[config.mk]
export PLATFORM = sky130hd
export DESIGN_NAME = ex_muldiv_unit_flat
export DESIGN_NICKNAME = d
export VERILOG_FILES = /design/src/rtl/ex_muldiv_unit_if.sv /design/src/rtl/ex_muldiv_unit.sv /design/src/flat_wrapper.sv
export SDC_FILE = /design/constraint.sdc
export NUM_CORES = 1
export LEC_CHECK = 0
export ABC_CLOCK_PERIOD_IN_PS = 3800
export CAP_MARGIN = 20
export CORE_MARGIN = 2
export CORE_UTILIZATION = 45
export CTS_CLUSTER_DIAMETER = 80
export CTS_CLUSTER_SIZE = 16
export DETAILED_ROUTE_END_ITERATION = 16
export HOLD_SLACK_MARGIN = 0.05
export PLACE_DENSITY = 0.74
export RECOVER_POWER = 100
export SYNTH_ARGS = -nofsm -noshare
export SYNTH_HDL_FRONTEND = slang
export SYNTH_SLANG_ARGS = --single-unit
[constraint.sdc]
create_clock -name i_clk -period 3.8 [get_ports i_clk]
set_input_delay 0.38 -clock i_clk [delete_from_list [all_inputs] [get_ports i_clk]]
set_output_delay 0.38 -clock i_clk [all_outputs]
set_load 0.05 [all_outputs]
[src/rtl/ex_muldiv_unit_if.sv]
// ex_muldiv_unit_if: request/response bundle between the EX stage and the
// multi-cycle multiply/divide unit.
//   i_start, i_op, i_operand_a, i_operand_b, i_flush : requester -> unit
//   o_busy, o_done, o_hi, o_lo                       : unit -> requester
// The unit attaches through the slave modport and the EX stage through master.
interface ex_muldiv_unit_if #(
  parameter int unsigned DATA_WIDTH = 32
) ();

  logic                  i_start;
  logic [2:0]            i_op;
  logic [DATA_WIDTH-1:0] i_operand_a;
  logic [DATA_WIDTH-1:0] i_operand_b;
  logic                  i_flush;
  logic                  o_busy;
  logic                  o_done;
  logic [DATA_WIDTH-1:0] o_hi;
  logic [DATA_WIDTH-1:0] o_lo;

  modport master (
    output i_start, i_op, i_operand_a, i_operand_b, i_flush,
    input  o_busy, o_done, o_hi, o_lo
  );

  modport slave (
    input  i_start, i_op, i_operand_a, i_operand_b, i_flush,
    output o_busy, o_done, o_hi, o_lo
  );

endinterface

[src/rtl/ex_muldiv_unit.sv]
// ex_muldiv_unit: iterative MULT/MULTU/DIV/DIVU with architectural HI/LO.
// One multiplier/quotient bit per cycle; MTHI/MTLO write HI/LO in one cycle.
// Ports:
//   i_clk   : clock, rising edge
//   i_reset : asynchronous active-low reset
//   bus     : ex_muldiv_unit_if.slave (start/op/operands/flush in,
//             busy/done/hi/lo out, all outputs registered)
module ex_muldiv_unit #(
  parameter int unsigned DATA_WIDTH = 32
) (
  input  logic              i_clk,
  input  logic              i_reset,
  ex_muldiv_unit_if.slave   bus
);

  localparam int unsigned W  = DATA_WIDTH;
  localparam int unsigned W2 = 2 * DATA_WIDTH;
  localparam int unsigned CW = $clog2(DATA_WIDTH + 1);

  typedef enum logic [1:0] {
    S_IDLE = 2'd0,
    S_CALC = 2'd1,
    S_FIX  = 2'd2
  } state_t;

  // Architectural and iteration state
  state_t          r_state;
  logic [CW-1:0]   r_cnt;
  logic [W2-1:0]   r_acc;     // mul: {partial product, multiplier}; div: {remainder, dividend/quotient}
  logic [W-1:0]    r_opnd;    // multiplicand or divisor magnitude
  logic            r_is_div;
  logic            r_neg_q;   // negate product / quotient in FIX
  logic            r_neg_r;   // negate remainder in FIX (dividend sign)
  logic            r_div0;
  logic [W-1:0]    r_hi;
  logic [W-1:0]    r_lo;
  logic            r_busy;
  logic            r_done;

  // Next-state values
  state_t          w_state_nxt;
  logic [CW-1:0]   w_cnt_nxt;
  logic [W2-1:0]   w_acc_nxt;
  logic [W-1:0]    w_opnd_nxt;
  logic            w_is_div_nxt;
  logic            w_neg_q_nxt;
  logic            w_neg_r_nxt;
  logic            w_div0_nxt;
  logic [W-1:0]    w_hi_nxt;
  logic [W-1:0]    w_lo_nxt;
  logic            w_done_nxt;

  // Operand magnitude extraction
  logic            w_signed_in;
  logic            w_a_neg;
  logic            w_b_neg;
  logic [W-1:0]    w_a_mag;
  logic [W-1:0]    w_b_mag;

  always_comb begin
    w_signed_in = ~bus.i_op[0];
    w_a_neg     = w_signed_in & bus.i_operand_a[W-1];
    w_b_neg     = w_signed_in & bus.i_operand_b[W-1];
    w_a_mag     = w_a_neg ? (~bus.i_operand_a + W'(1)) : bus.i_operand_a;
    w_b_mag     = w_b_neg ? (~bus.i_operand_b + W'(1)) : bus.i_operand_b;
  end

  // One shift-add multiply step: add multiplicand when the current multiplier LSB is set, shift right
  logic [W:0]      w_mul_sum;
  logic [W2-1:0]   w_mul_step;

  always_comb begin
    w_mul_sum  = {1'b0, r_acc[W2-1:W]} + {1'b0, r_opnd};
    w_mul_step = r_acc[0] ? {w_mul_sum, r_acc[W-1:1]} : {1'b0, r_acc[W2-1:1]};
  end

  // One restoring-division step: shift in next dividend bit, subtract if it fits
  logic [W:0]      w_rem_sh;
  logic [W:0]      w_rem_sub;
  logic [W2-1:0]   w_div_step;

  always_comb begin
    w_rem_sh  = r_acc[W2-1:W-1];
    w_rem_sub = w_rem_sh - {1'b0, r_opnd};
    if (w_rem_sub[W]) begin
      w_div_step = {w_rem_sh[W-1:0], r_acc[W-2:0], 1'b0};
    end else begin
      w_div_step = {w_rem_sub[W-1:0], r_acc[W-2:0], 1'b1};
    end
  end

  // Sign correction applied in FIX
  logic [W2-1:0]   w_prod_fix;
  logic [W-1:0]    w_quot_fix;
  logic [W-1:0]    w_rem_fix;

  always_comb begin
    w_prod_fix = r_neg_q ? (~r_acc + W2'(1)) : r_acc;
    w_quot_fix = r_neg_q ? (~r_acc[W-1:0] + W'(1)) : r_acc[W-1:0];
    w_rem_fix  = r_neg_r ? (~r_acc[W2-1:W] + W'(1)) : r_acc[W2-1:W];
  end

  // Next-state and datapath control
  always_comb begin
    w_state_nxt  = r_state;
    w_cnt_nxt    = r_cnt;
    w_acc_nxt    = r_acc;
    w_opnd_nxt   = r_opnd;
    w_is_div_nxt = r_is_div;
    w_neg_q_nxt  = r_neg_q;
    w_neg_r_nxt  = r_neg_r;
    w_div0_nxt   = r_div0;
    w_hi_nxt     = r_hi;
    w_lo_nxt     = r_lo;
    w_done_nxt   = 1'b0;

    unique case (r_state)
      S_IDLE: begin
        if (bus.i_start && !bus.i_flush) begin
          case (bus.i_op)
            3'b000, 3'b001, 3'b010, 3'b011: begin
              w_is_div_nxt = bus.i_op[1];
              w_neg_q_nxt  = w_a_neg ^ w_b_neg;
              w_neg_r_nxt  = w_a_neg;
              w_div0_nxt   = (bus.i_operand_b == W'(0));
              // Divide iterates on the dividend; multiply on the multiplier
              w_acc_nxt    = bus.i_op[1] ? {W'(0), w_a_mag} : {W'(0), w_b_mag};
              w_opnd_nxt   = bus.i_op[1] ? w_b_mag : w_a_mag;
              w_cnt_nxt    = CW'(W);
              w_state_nxt  = S_CALC;
            end
            3'b100:  w_hi_nxt = bus.i_operand_a;
            3'b101:  w_lo_nxt = bus.i_operand_a;
            default: ;
          endcase
        end
      end

      S_CALC: begin
        if (bus.i_flush) begin
          w_cnt_nxt   = CW'(0);
          w_state_nxt = S_IDLE;
        end else begin
          w_acc_nxt = r_is_div ? w_div_step : w_mul_step;
          w_cnt_nxt = r_cnt - CW'(1);
          if (r_cnt == CW'(1)) begin
            w_state_nxt = S_FIX;
          end
        end
      end

      S_FIX: begin
        w_state_nxt = S_IDLE;
        if (!bus.i_flush) begin
          w_done_nxt = 1'b1;
          if (r_is_div) begin
            // A zero divisor leaves the raw remainder equal to the dividend,
            // so only the quotient needs forcing
            w_hi_nxt = w_rem_fix;
            w_lo_nxt = r_div0 ? {W{1'b1}} : w_quot_fix;
          end else begin
            {w_hi_nxt, w_lo_nxt} = w_prod_fix;
          end
        end
      end

      default: w_state_nxt = S_IDLE;
    endcase
  end

  // State and datapath registers
  always_ff @(posedge i_clk or negedge i_reset) begin
    if (!i_reset) begin
      r_state  <= S_IDLE;
      r_cnt    <= CW'(0);
      r_acc    <= W2'(0);
      r_opnd   <= W'(0);
      r_is_div <= 1'b0;
      r_neg_q  <= 1'b0;
      r_neg_r  <= 1'b0;
      r_div0   <= 1'b0;
      r_hi     <= W'(0);
      r_lo     <= W'(0);
      r_busy   <= 1'b0;
      r_done   <= 1'b0;
    end else begin
      r_state  <= w_state_nxt;
      r_cnt    <= w_cnt_nxt;
      r_acc    <= w_acc_nxt;
      r_opnd   <= w_opnd_nxt;
      r_is_div <= w_is_div_nxt;
      r_neg_q  <= w_neg_q_nxt;
      r_neg_r  <= w_neg_r_nxt;
      r_div0   <= w_div0_nxt;
      r_hi     <= w_hi_nxt;
      r_lo     <= w_lo_nxt;
      r_busy   <= (w_state_nxt != S_IDLE);
      r_done   <= w_done_nxt;
    end
  end

  assign bus.o_busy = r_busy;
  assign bus.o_done = r_done;
  assign bus.o_hi   = r_hi;
  assign bus.o_lo   = r_lo;

endmodule

[src/flat_wrapper.sv]
// flat-port wrapper written by rule: the top's interface ports become plain ports
module ex_muldiv_unit_flat 
#(
  parameter int unsigned DATA_WIDTH = 32
)
  (i_clk, i_reset, bus_i_start, bus_i_op, bus_i_operand_a, bus_i_operand_b, bus_i_flush, bus_o_busy, bus_o_done, bus_o_hi, bus_o_lo);
  ex_muldiv_unit_if #(.DATA_WIDTH(DATA_WIDTH)) bus_i ();
  input  logic i_clk;
  input  logic i_reset;
  input wire logic [$bits(bus_i.i_start)-1:0] bus_i_start;
  input wire logic [$bits(bus_i.i_op)-1:0] bus_i_op;
  input wire logic [$bits(bus_i.i_operand_a)-1:0] bus_i_operand_a;
  input wire logic [$bits(bus_i.i_operand_b)-1:0] bus_i_operand_b;
  input wire logic [$bits(bus_i.i_flush)-1:0] bus_i_flush;
  output wire logic [$bits(bus_i.o_busy)-1:0] bus_o_busy;
  output wire logic [$bits(bus_i.o_done)-1:0] bus_o_done;
  output wire logic [$bits(bus_i.o_hi)-1:0] bus_o_hi;
  output wire logic [$bits(bus_i.o_lo)-1:0] bus_o_lo;
  assign bus_i.i_start = bus_i_start;
  assign bus_i.i_op = bus_i_op;
  assign bus_i.i_operand_a = bus_i_operand_a;
  assign bus_i.i_operand_b = bus_i_operand_b;
  assign bus_i.i_flush = bus_i_flush;
  assign bus_o_busy = bus_i.o_busy;
  assign bus_o_done = bus_i.o_done;
  assign bus_o_hi = bus_i.o_hi;
  assign bus_o_lo = bus_i.o_lo;
  ex_muldiv_unit #(.DATA_WIDTH(DATA_WIDTH)) u_core (.i_clk(i_clk), .i_reset(i_reset), .bus(bus_i));
endmodule
======== After elaboration in Yosys (flattened, before gate mapping) ========
Cells that the tools add are included.
W data, S select, Z words.
storage, ports and cells
  input port bits ......................... 71
  output and inout port bits .............. 66
  register bits after elaboration ......... 174
cells by class
  reductions and logical operators ........ 14
  eq/ne operators ......................... 14
  mux-type cells .......................... 36
  add/subtract/negate cells ............... 8
  bitwise gates (word level) .............. 9
operator list
  kind                     number
  $mux W32                 15
  $mux W64                 7
  $add A32 B1 Y32 const B  4
  $not A32 Y32             4
  $pmux W32 S2             2
  $pmux W64 S2             1
  $add A64 B1 Y64 const B  1
  $not A64 Y64             1
  $add A32 B32 Y33         1
  $sub A33 B32 Y33         1
  $logic_not A32 Y1        1
  $mux W6                  3
  $pmux W6 S2              1
  $reduce_and A4 Y1        3
  $ne A2 B2 Y1 const B     5
  $mux W2                  4
  $eq A3 B2 Y1 const B     2
  $eq A3 B3 Y1 const B     2
  $eq A6 B1 Y1 const B     1
  $reduce_and A3 Y1        2
  $reduce_bool A2 Y1       3
  $sub A6 B1 Y6 const B    1
  $pmux W2 S2              1
  $reduce_or A4 Y1         1
  12 further kinds         14

======== Longest topological paths before layout ========
  depth in word-level cells ............... 7
  depth in mapped cells ................... 14
  gate-level depth less buffers ........... 13

======== Worst setup path after synthesis ========
No wires, ideal clock.
  kind .................................... reg-to-reg
  from .................................... register u_core.r_acc[32]
  to ...................................... register u_core.r_acc[62]
  library setup time ...................... 0.122 ns
  slack ................................... 0.390 ns
  period minus slack after synthesis ...... 3.410 ns
  buffers on the path ..................... 1
  cell stages (with the launch flop) ...... 14
  arrival time ............................ 3.288 ns
  data required time ...................... 3.678 ns
  path through ............................ dfrtp_1 > clkbuf_1 > inv_1 > fa_1 > nor2b_1 > o2111ai_1 > a21oi_1 > o31ai_1 > o31ai_1 > xor2_2 > nand2_1 > a2111oi_0 > nor3_1 > a32o_1
between the ends
  word-level cells in the longest chain between the ends .. 5
  elaborated cells on any way between the ends .. 7
  those cells by class .................... add/sub (2); mux (5)
RTL lines
  what                                                         RTL line                                    RTL
  start, declared                                              ex_muldiv_unit.sv:29                        logic [W2-1:0] r_acc;
  start signal, assigned                                       ex_muldiv_unit.sv:189                       r_acc <= w_acc_nxt;
  $sub A33 B32 Y33 / $add A32 B32 Y33 (equally long branches)  ex_muldiv_unit.sv:84, ex_muldiv_unit.sv:73
  $mux W64 (on tied branches)                                  ex_muldiv_unit.sv:85, ex_muldiv_unit.sv:74
  $mux W64 (*)                                                 ex_muldiv_unit.sv:144                       w_acc_nxt = r_is_div ? w_div_step : w_mul_step;
  $mux W64 (*)                                                 ex_muldiv_unit.sv:140                       if (bus.i_flush) begin
  $pmux W64 S2 (*)                                             ex_muldiv_unit.sv:117                       unique case (r_state)
Every way passes the cells marked *; elsewhere a longest branch is shown, timed or not. The select of a mux whose other input is x is not followed.
A chain may end at the register's enable or synchronous reset.

======== Worst setup path after layout ========
  from .................................... input bus_i_operand_a[10]
  to ...................................... register u_core.r_opnd[20]
between the ends
  word-level cells in the longest chain between the ends .. 4
RTL lines
  what                  RTL line               RTL
  start, declared       flat_wrapper.sv:12     input wire logic [$bits(bus_i.i_operand_a)-1:0] bus_i_operand_a;
  $not A32 Y32          ex_muldiv_unit.sv:64   w_a_mag = w_a_neg ? (~bus.i_operand_a + W'(1)) : bus.i_operand_a;
  $add A32 B1 Y32       ex_muldiv_unit.sv:64
  $mux W32              ex_muldiv_unit.sv:64
  $mux W32              ex_muldiv_unit.sv:128  w_opnd_nxt = bus.i_op[1] ? w_b_mag : w_a_mag;
  end signal, assigned  ex_muldiv_unit.sv:190  r_opnd <= w_opnd_nxt;
  end, declared         ex_muldiv_unit.sv:30   logic [W-1:0] r_opnd;
No other way between the ends.

==> run_results.csv <==
group,metric,value,unit
floorplan,placementRows,67,
setup_path,path_depth,9,
setup_path,crit_top_cell,"or4_1",
drt,drc,0,
floorplan,ioPinCount,137,
setup_path,crit_path_start,"bus_i_operand_a[10]",
hold_path,hold_depth,3,
timing,hold_violations,0,
logic_synthesis,synth.distinct_cells,76,
logic_synthesis,ys.flop_type,"dfrtp_1",
clock_network,cts_resized,0,
setup_path,worst-path-max-fanout,4,
place,placed_area,0.0174,sq mm
timing,setup-tns-final,0,ps
drt,drtIter0Drc,1731,
drt,via_count,15900,
floorplan,die_y,188,microns
clock_network,insertion_delay,460,ps
setup_path,rrSetupSlack,210,ps
clock_network,h-tree-depth,4,
clock_network,cts_buffer_depth,2,
logic_synthesis,synthCells,1977,
logic_synthesis,ys_ff_latch,174,
clock_network,clock_sinks,174,
clock_network,root_buffer,"clkbuf_16",
final_layout,num-fill-cells,3148,
clock_network,numCtsBuffers,17,
setup_path,path_cells,"dlygate4sd3_1 > or4_1 > or4_1 > or4_1 > or2_0 > o41ai_1 > xnor2_1 > o211ai_1 > o21ai_0",
global_routing,grt_usage,31.6,%
timing,period_needed,3650,ps
logic_synthesis,yosysSeqAreaShare,28.6,%
setup_path,rr_startpoint,"u_core.r_opnd[1]",
setup_path,cp_data_arrival_time,3940,ps
clock_network,cts_setup_buffers,0,
setup_path,cp.required,4090,ps
clock_network,ctsHoldBuffers,0,
setup_path,r2r-end,"u_core.r_acc[63]",
timing,setup_viol_count_final,0,
final_layout,post-route-util,53.3,%
final_layout,area_growth,17.2,%
clock_network,path_clk_slew,80,ps
global_routing,antenna_found_initial,2,
place,dp_hpwl,42900,microns
setup_path,ff2ff_path_depth,12,
final_layout,drive_above_1_share,6.53,%
floorplan,core_area,0.0334,sq mm
setup_path,startpoint_type,"primary input",
clock_network,cts_tree,"built",
setup_path,crit_type,"in2reg",
timing,maxSlewViolCount,162,
setup_path,critPathMaxStageDelay,600,ps
logic_synthesis,synth_top_area_cell,"dfrtp_1",
logic_synthesis,synthTopCellsByArea,"dfrtp_1, o21ai_0, a21oi_1",
setup_path,worstSetupEndpoint,"u_core.r_opnd[20]",
final_layout,nets,2229,
logic_synthesis,ys_top_cells_by_count,"nand2_1, o21ai_0, a21oi_1, nor2_1, dfrtp_1",
logic_synthesis,synth_most_common_cell,"nand2_1",
drt,drt-pass1-iter-count,6,
logic_synthesis,synth_area_per_cell,7.70,sq um
drt,routedWlPerCell,22.1,microns
final_layout,register_area,0.00436,sq mm
drt,postRouteAntennaNets,0,
run_status,outcome,"complete, but fails checks",
global_routing,grt.overflow.total,0,
setup_path,cpMaxStageDelayCell,"or4_1",
floorplan,die_w,188,microns
place,gp_congestion,0.971,
final_layout,final_cell_area,0.0178,sq mm
timing,grt_setup_unrepaired,"no",
power,p_per_area,790,mW/mm^2
timing,finalCritPeriodShare,96.0,%
setup_path,cp_top_family,"simple AND/OR/NAND/NOR gates",
timing,max_freq,274,MHz
run_status,failed_checks,"capacitance limit, slew limit",
drt,vias_per_cell,6.23,
final_layout,multiInputGateArea,0.0102,sq mm
global_routing,grt_max_degree,95,
timing,final.setup_skew,14.1,ps
setup_path,crit_buf_inv,1,
setup_path,cp-end-kind,"register",
logic_synthesis,syn_nets,2120,
logic_synthesis,async_flop_share,100,%
final_layout,diodes,0,
global_routing,grt_pass1_vias,14800,
hold_path,hold_path.class,"in2reg",
global_routing,grt_pass1_wl,86800,microns
logic_synthesis,yosysWarnings,0,
floorplan,dieArea,0.0353,sq mm
power,irDropWorstVdd,534,uV
timing,tightest_slew,2490,ps
drt,finalWirelength,56300,microns
flow_run,drv_cap,3,
logic_synthesis,yosys.area.top_type_share,28.6,%
logic_synthesis,syn_area,0.0152,sq mm
floorplan,start_util,45.5,%
place,port_buffers,136,
logic_synthesis,synth_edf_count,0,
power,p_leak,7.78,nW
timing,relSlewSlack,-66.3,%
==> worst register-to-register path: stages (launching register included) <==
cell	delay [ps]
dfrtp_1	460
inv_1	110
ha_1	300
nand2b_1	90
a21oi_1	100
o41a_1	400
a31oi_1	400
a31oi_1	320
a311o_1	430
a221oi_1	370
xnor2_1	180
o221ai_1	130
o21ai_0	230
==> report_power, final <==
| part | internal, W | switching (W) | total, W |
|---|---|---|---|
| sequential | 0.00244 | 0.000784 | 0.00323 |
| combinational | 0.00359 | 0.00546 | 0.00905 |
| clock | 0.000885 | 0.000921 | 0.00181 |
==> flip-flops by register name (all words and copies together) (netlist names), 2 cells and up <==
signal,flops
u_core.bus.o_lo,32
u_core.bus.o_hi,32
u_core.r_state,2
u_core.r_cnt,6
u_core.r_opnd,32
u_core.r_acc,64
==> metal layers <==
layer | track usage, % | vias to the layer above | share of wire (%)
li1 | - | 7325 | -
met1 | 45.1 | 7554 | 44
met2 | 47.1 | 850 | 43
met3 | 5.58 | 129 | 9.3
met4 | 13.2 | 4 | 4.2
met5 | 0 | - | 0.048
==> stage by stage <==
stage	setup WS, ps	hold WS, ps	std cells	total power (W)
floorplan	390	84.4	1977	0.00948
global placement	87.1	462	2515	0.0121
detailed placement	37.0	468	2515	0.0122
CTS	296	55.6	2547	0.0140
global route	18.5	238	2547	0.0150
finish	151	212	2547	0.0141
==> logic make-up (layout without fill, tap and decap cells) <==
group	Yosys count	count (layout)	share of synthesized area [%]
AOI/OAI and AO/OA	679	679	27.3
xor gates and xnor gates	173	173	10.0
adders and majority gates	72	72	6.02
buffers and inverters	194	316	4.83
DFF	174	174	28.6
muxes	73	73	4.88
and+or+nand+nor	612	612	18.3
==> worst min path at each step <==
stage	startpoint	to	slack, ps
3_3_place_gp	u_core.bus.o_hi[27]	u_core.bus.o_hi[27]	460
6_report	bus_i_op[1]	u_core.r_is_div	210
2_1_floorplan	i_reset	u_core.bus.o_busy	80
3_5_place_dp	u_core.bus.o_hi[25]	u_core.bus.o_hi[25]	470
5_1_grt	bus_i_op[1]	u_core.r_is_div	240
4_1_cts	i_reset	u_core.bus.o_lo[28]	60
==> cells in the final DEF (no fill, tap or decap), types with 7 or more instances in the layout <==
cell type,netlist,layout
buf_4,0,61
o22ai_1,27,27
clkbuf_16,0,17
ha_1,70,70
nand3_1,23,23
nor2_1,175,174
clkdlybuf4s50_1,0,64
nor2b_1,21,20
o211ai_1,22,22
o41ai_1,13,13
xor2_1,75,75
mux2i_1,63,63
mux2_2,10,10
dlygate4sd3_1,0,70
or3_1,10,10
o21ai_0,214,215
clkbuf_1,117,15
and2_1,10,10
clkbuf_2,2,7
nand2_1,235,235
a22oi_1,8,8
o31ai_1,35,35
or4_1,12,14
a31oi_1,26,26
inv_1,64,64
a22o_1,13,13
a211oi_1,22,22
o21a_1,11,11
nand2b_1,26,25
nor3_1,41,41
xnor2_1,97,97
dfrtp_1,174,173
a21oi_1,182,183
nor4_1,12,12
a21o_1,39,39
and3_1,16,16
or2_2,9,9
==> final cells by class <==
type	count	area share, %
Multi-Input combinational cell	1609	57.0
Sequential cell	174	24.4
Timing Repair Buffer	219	10.7
Tap cell	448	3.14
Clock buffer	17	2.39
Inverter	65	1.37
Clock inverter	15	0.940
Note: power is estimated with default switching activity, not from simulation.
